**src/rtl/pipe_pkg.sv**
```systemverilog
// Shared streaming-pipeline types: skid buffer state encoding and occupancy helper.
package pipe_pkg;

  typedef enum logic [1:0] {
    EMPTY = 2'd0,
    BUSY  = 2'd1,
    FULL  = 2'd2
  } skid_state_e;

  function automatic logic [1:0] state_count(input skid_state_e s);
    logic [1:0] v_count;
    case (s)
      BUSY:    v_count = 2'd1;
      FULL:    v_count = 2'd2;
      default: v_count = 2'd0;
    endcase
    return v_count;
  endfunction

endpackage

```
**src/rtl/skid_buffer.sv**
```systemverilog
// Two-entry ready/valid register slice: main register drives the output and the skid
// register absorbs the one word in flight when downstream stalls. All outputs are registered.
module skid_buffer
  import pipe_pkg::*;
#(
  parameter int DATA_WIDTH = 32
) (
  input  logic                  clk_i,
  input  logic                  rst_i,
  input  logic                  s_valid_i,
  output logic                  s_ready_o,
  input  logic [DATA_WIDTH-1:0] s_data_i,
  output logic                  m_valid_o,
  input  logic                  m_ready_i,
  output logic [DATA_WIDTH-1:0] m_data_o,
  output logic [1:0]            count_o
);

  skid_state_e           r_state;
  skid_state_e           w_state_next;
  logic                  r_s_ready;
  logic [DATA_WIDTH-1:0] r_main;
  logic [DATA_WIDTH-1:0] r_skid;
  logic                  w_m_valid;
  logic [1:0]            w_count;
  logic                  w_in;
  logic                  w_out;

  assign w_in  = s_valid_i & r_s_ready;
  assign w_out = w_m_valid & m_ready_i;

  // NOTE: sequential state uses non-blocking (<=) so every register samples pre-edge values.
  always_ff @(posedge clk_i or posedge rst_i) begin
    if (rst_i) begin
      r_state   <= EMPTY;
      r_s_ready <= 1'b0;
    end else begin
      r_state   <= w_state_next;
      // Ready is registered from the next state, so it never depends combinationally on m_ready_i.
      r_s_ready <= (w_state_next != FULL);
    end
  end

  // NOTE: default assignment first so no path through the case can infer a latch.
  always_comb begin
    w_state_next = r_state;
    case (r_state)
      EMPTY: if (w_in) w_state_next = BUSY;
      BUSY: begin
        if (w_in && !w_out)      w_state_next = FULL;
        else if (w_out && !w_in) w_state_next = EMPTY;
      end
      FULL:    if (w_out) w_state_next = BUSY;
      default: w_state_next = EMPTY;
    endcase
  end

  always_comb begin
    w_m_valid = (r_state != EMPTY);
    w_count   = state_count(r_state);
  end

  // NOTE: both data registers are reset; only r_main is visible, but clearing r_skid keeps state deterministic.
  always_ff @(posedge clk_i or posedge rst_i) begin
    if (rst_i) begin
      r_main <= '0;
      r_skid <= '0;
    end else begin
      case (r_state)
        EMPTY: if (w_in) r_main <= s_data_i;
        BUSY: begin
          if (w_in && w_out) r_main <= s_data_i;
          else if (w_in)     r_skid <= s_data_i;
        end
        FULL:    if (w_out) r_main <= r_skid;
        default: ;
      endcase
    end
  end

  assign s_ready_o = r_s_ready;
  assign m_valid_o = w_m_valid;
  assign m_data_o  = r_main;
  assign count_o   = w_count;

endmodule

```
**config.mk**
```make
export PLATFORM = sky130hd
export DESIGN_NAME = skid_buffer
export DESIGN_NICKNAME = d
export VERILOG_FILES = /design/src/rtl/pipe_pkg.sv /design/src/rtl/skid_buffer.sv
export SDC_FILE = /design/constraint.sdc
export NUM_CORES = 1
export LEC_CHECK = 0
export ABC_AREA = 1
export CELL_PAD_IN_SITES_DETAIL_PLACEMENT = 1
export CELL_PAD_IN_SITES_GLOBAL_PLACEMENT = 1
export CORE_UTILIZATION = 32
export DETAILED_ROUTE_END_ITERATION = 12
export GPL_TIMING_DRIVEN = 0
export HOLD_SLACK_MARGIN = 0.12
export PLACE_DENSITY_LB_ADDON = 0.05
export REMOVE_ABC_BUFFERS = 1
export SLEW_MARGIN = 20
export SYNTH_ARGS = -nofsm -noshare
export SYNTH_HDL_FRONTEND = slang
export SYNTH_SLANG_ARGS = --single-unit
```
**constraint.sdc**
```tcl
create_clock -name clk_i -period 1.93 [get_ports clk_i]
set_input_delay 0.386 -clock clk_i [delete_from_list [all_inputs] [get_ports clk_i]]
set_output_delay 0.386 -clock clk_i [all_outputs]
set_load 0.05 [all_outputs]
```
## After elaboration in Yosys (flattened, before gate mapping)

Index checks and enable logic that the tools add are counted.

- Flip-flop bits (word level): 67
- Input port bits: 36
- Output and inout port bits: 36
- Logic and storage cells: 33

- Equal/unequal tests: 6
- Mux-type cells: 10
- Bitwise gates (word level): 3
- Reduce and logical (&&, ||, !) cells: 10

Operators by type and width:

| operator | number |
|---|---|
| $mux 32 | 3 |
| $pmux 32 s3 | 1 |
| $mux 2 | 4 |
| $ne 2x2->1 const B | 4 |
| $pmux 2 s3 | 1 |
| $pmux 2 s2 | 1 |
| $reduce_and 4->1 | 1 |
| $logic_and 1x1->1 | 3 |
| $reduce_and 3->1 | 1 |
| $reduce_bool 3->1 | 1 |
| $and 1x1->1 | 2 |
| $eq 2x1->1 const B | 1 |
| $eq 2x2->1 const B | 1 |
| $logic_not 1->1 | 2 |
| $logic_not 2->1 | 1 |
| $reduce_bool 2->1 | 1 |
| $not 1->1 | 1 |

## Longest topological paths before layout

- Depth after elaboration: 7
- Mapped depth: 8

## Worst setup path before layout

OpenSTA, ideal clock, no wires.

- Path type: register to register
- From: register r_s_ready, in the netlist s_ready_o
- To: register r_main[0], in the netlist m_data_o[0]
- Arrival: 1370 ps
- Data required time: 1812 ps
- Setup slack: 442 ps
- Cell stages (with the launch flop): 7
- Period minus slack after synthesis: 1488 ps
- Cell sequence: dfrtp_1 > nand2_1 > nor2_1 > nand2_2 > buf_1 > nand3_1 > nand2_1

- Cells in the longest elaborated chain, start to end: 4
- Elaborated cells between the ends (all ways): 5
- Those cells by class: eq/ne: 2; bitwise: 1; reduce/logical: 2

RTL lines:

| item | RTL line | RTL |
|---|---|---|
| start, declared | skid_buffer.sv:21 | `logic r_s_ready;` |
| start signal, assigned | skid_buffer.sv:40 | `r_s_ready <= (w_state_next != FULL);` |
| $and 1x1->1 (*) | skid_buffer.sv:29 | `assign w_in = s_valid_i & r_s_ready;` |
| $logic_and 1x1->1 | skid_buffer.sv:72 | `if (w_in && w_out) r_main <= s_data_i;` |
| $ne 2x2->1 (no line) | n/a |  |
| $reduce_and 4->1 (no line) (*) | n/a |  |
| end signal, assigned | skid_buffer.sv:70 | `EMPTY: if (w_in) r_main <= s_data_i;` |
| end signal, assigned | skid_buffer.sv:72 |  |
| end signal, assigned | skid_buffer.sv:75 | `FULL: if (w_out) r_main <= r_skid;` |
| end, declared | skid_buffer.sv:22 | `logic [DATA_WIDTH-1:0] r_main;` |

Mark *: on every way between the ends. The rest lies on a longest branch, timed or not.
A chain may end at the register's enable or synchronous reset.

## Final worst setup path

- From: register r_state[0]
- To: output count_o[1]

- Cells in the longest elaborated chain, start to end: 2
- Elaborated cells between the ends (all ways): 3
- Those cells by class: eq/ne: 2; mux: 1

RTL lines:

| item | RTL line | RTL |
|---|---|---|
| start, declared | skid_buffer.sv:19 | `skid_state_e r_state;` |
| start signal, assigned | skid_buffer.sv:38 | `r_state <= w_state_next;` |
| $eq 2x2->1 / $eq 2x1->1 (equally long branches) | pipe_pkg.sv:12 | `case (s)` |
| $pmux 2 s2 (*) | pipe_pkg.sv:12 |  |
| end, declared | skid_buffer.sv:16 | `output logic [1:0] count_o` |

Marks and branches as above.

==> results.txt <==
----------------------------------------------------
[Routing]
  Routed WL ... 8770 microns
  Residual DRC count ... 0
  Number of DRC markers after the initial detailed-route iteration ... 68
  ANT nets after route ... 0
  Routed wire length per instance ... 15.15 microns
  DR vias ... approximately 2.8k
  Via-to-Cell Ratio ... roughly 4.8
  Number of optimization iterations in the first detailed-route pass ... 4

[Synthesis]
  Number of distinct library cell variants in the gate-level netlist after synthesis ... 14
  Sequential area share after synthesis ... 55.72%
  Mean instance size in the synthesized netlist ... about 7.6 sq um
  Share of flip-flops with an asynchronous set or reset after synthesis ... 100.0%
  EDFF count, synth ... 0
  Synth Instances ... 398
  Top-area cell type share of the netlist area ... 55.72%
  Dominant cell by count in the synthesized netlist ... sky130_fd_sc_hd__nand2_1
  Seq cells post-synth ... between 60 and 70
  Most frequent cells after synthesis ... 258 x sky130_fd_sc_hd__nand2_1, 67 x sky130_fd_sc_hd__dfrtp_1, 35 x sky130_fd_sc_hd__nand3_1, 13 x sky130_fd_sc_hd__buf_2
  Yosys synthesis warning count ... 0
  Area leader, netlist ... sky130_fd_sc_hd__dfrtp_1
  Synthesized cell area ... 0.003009 sq mm
  Most common flop cell mapped by yosys ... sky130_fd_sc_hd__dfrtp_1
  Area contributors post-synth ... sky130_fd_sc_hd__dfrtp_1 56%, sky130_fd_sc_hd__nand2_1 32%, sky130_fd_sc_hd__nand3_1 5.8%

[Clocking]
  Clock network latency to the later pin of the worst-skew pair ... about 0.34 ns
  Clock Tree Root ... sky130_fd_sc_hd__clkbuf_8
  Clock tree from TritonCTS ... built
  Clk buf depth ... 2
  Sink count of the clock tree ... 67
  Number of buffers created by CTS ... 9
  Clk pin slew, worst setup/hold paths ... 0.07 ns
  H-tree depth ... 3
  Number of hold buffers added after CTS ... 0

[Pwr]
  Leakage dissipation ... 2.350 nW
  Areal power density over the cells ... 1776 mW/mm^2
  Highest ir drop seen on vdd ... ~0.64 mV

[Setup path]
  Startpoint type of the worst setup path ... flop
  Arrival time of the worst setup path ... 1.56 ns
  Largest fanout on the critical path ... 35
  Required time worst endpoint ... around 1.5 ns
  Startpoint-to-endpoint class of the critical path ... flop to output port
  Capturing element type of the critical path ... output port

[Timing]
  RSZ-0062 raised after global routing ... yes
  Measured slew at the worst slew-check pin ... 0.5370 ns
  Max-Slew Margin vs Limit ... 64.08%
  Fin Setup TNS ... -0.01139 ns
  Count of final max-slew check failures ... 0
  Highest clock rate ... 515.1 MHz
  Tmin final ... 1.941 ns
  Final Hold Viols ... 0
  Worst Setup Slack, final ... -0.01139 ns
  Final worst-path cycle share ... 100.6%
  Final clock skew ... 0.008069 ns
  Setup-violating endpoint count in the final report ... 1

[GRT]
  Initial antenna violation count ... 0
  Overall overflow remaining after global route ... 0
  Largest net degree at the start of global routing ... 36
  GRT Overall Usage ... between 10% and 20%
  First-pass GRT wire length ... 14550 microns
  Via count of the first global-routing pass ... ~2.8k

[Layout]
  Register Area ... 0.001678 sq mm
  Antenna fix cells ... 0
  Total number of nets in the final design ... 500
  Number of inserted filler cells in the final layout ... 1125
  Multi-input combinational cell area ... 0.001280 sq mm
  Share of post-route cells with drive strength above 1 ... 6.838%
  Synthesis-to-finish area growth ... 37.75%

[Die]
  Core Rows ... 35
  Area enclosed by the die boundary ... 0.009795 sq mm
  Initial core utilization ... 32.88%
  Floorplan die height ... around 99 microns
  Core Footprint ... 0.009153 sq mm
  Die Span X ... 98.97 microns
  I/O pin count ... 72

[Status]
  Violations in the final reports ... setup timing
  Run status ... finished with violations

[Placement]
  Setup slack after placement ... -1.686 ns
  HPWL reported at the end of detailed placement ... 5215 microns
  Placer congestion estimate ... 0.7378
  Number of buffers added on ports ... 71

[Job]
  Number of maximum-capacitance violations ... 0

[Min path]
  Worst hold path class ... primary input to async pin

----------------------------------------------------
[metrics by stage]
step	instances	power (mW)	cell area [sq um]	hold slack, ns	util [%]
final	579	7.360	4145	0.4209	45.29
after global routing	579	7.863	4145	0.4643	45.29
after CTS	579	7.457	4078	0.4303	44.55
after detailed placement	563	6.242	3844	0.4652	42.00
after global placement	559	6.095	3752	0.4614	41.00
after floorplan	377	4.857	2903	0.4492	-
[worst max-delay path, stage by stage, from the launching register on]
cell and delay (ns):
sky130_fd_sc_hd__dfrtp_1 0.45, sky130_fd_sc_hd__inv_2 0.15, sky130_fd_sc_hd__nand2_8 0.21, sky130_fd_sc_hd__inv_16 0.20
sky130_fd_sc_hd__buf_6 0.17
[final timing paths]
| kind | start | to | slack [ns] | cells after the start |
|---|---|---|---|---|
| setup / recovery | r_state[0] | count_o[1] | -0.01 | 4 |
| hold / removal | rst_i | m_data_o[1] | 0.42 | 2 |
| setup reg to reg | r_state[0] | m_data_o[30] | 0.15 | 7 |
| hold reg to reg | r_skid[13] | r_skid[13] | 0.48 | 2 |
| max in group asynchronous | rst_i | r_state[1] | 0.95 | 3 |
| min in group clk_i | r_skid[13] | r_skid[13] | 0.48 | 2 |
[what timing repair did]
action	in CTS	in global routing
setup endpoints to repair	39	55
setup buffers	0	0
pin swaps	1	1
resized for setup	24	27
cloned	1	0
[flip-flops by register name, indices dropped and copies added (netlist names)]
signal,count
r_skid,32
m_data_o,32
r_state,2
s_ready_o,1
[area by class of cell]
type | count | area share [%]
Clock buffer | 12 | 3.260
Clock inverter | 3 | 0.9659
Inverter | 6 | 0.9961
Multi-Input combinational cell | 304 | 30.88
Sequential cell | 67 | 40.48
Tap cell | 111 | 3.350
Timing Repair Buffer | 75 | 19.86
Timing Repair inverter | 1 | 0.2113
[report_power, final]
group	internal (mW)	leakage (nW)	switching [mW]	total, mW
Clock	0.588	0.0902	0.532	1.12
Combinational	1.17	1.43	2.62	3.79
Sequential	2.06	0.832	0.387	2.45
[cell usage in the layout, fill, tap and decap left out, types with 2 or more instances in the layout]
cell type / synthesis / final
sky130_fd_sc_hd__clkbuf_2: 0 / 2
sky130_fd_sc_hd__nand3_1: 35 / 34
sky130_fd_sc_hd__inv_2: 3 / 2
sky130_fd_sc_hd__dlygate4sd2_1: 0 / 3
sky130_fd_sc_hd__inv_1: 3 / 2
sky130_fd_sc_hd__clkbuf_8: 0 / 9
sky130_fd_sc_hd__dlymetal6s2s_1: 0 / 19
sky130_fd_sc_hd__clkdlybuf4s50_1: 0 / 46
sky130_fd_sc_hd__nand2_8: 0 / 4
sky130_fd_sc_hd__clkbuf_1: 4 / 3
sky130_fd_sc_hd__nor2_1: 4 / 3
sky130_fd_sc_hd__dfrtp_1: 67 / 66
sky130_fd_sc_hd__buf_8: 0 / 2
sky130_fd_sc_hd__nand2_1: 258 / 258
sky130_fd_sc_hd__clkinv_2: 0 / 2
[per-layer routing]
layer  routed length, microns  GRT usage (%)  up-vias
met5                        0              0        -
li1                         -              -     1350
met1                     4161          26.02     1351
met2                     4180          31.68       48
met3                      294          3.050       12
met4                      134          7.233        0
[cells by family (layout without fill, tap and decap cells)]
| logic type | Yosys count | in the layout | synth area share [%] |
|---|---|---|---|
| AOI/OAI and AO/OA | 2 | 2 | 0.3323 |
| DFF | 67 | 67 | 55.72 |
| and+or+nand+nor | 302 | 302 | 39.67 |
| buffers and inverters | 27 | 97 | 4.282 |
Power figures use the tool's default switching activity.
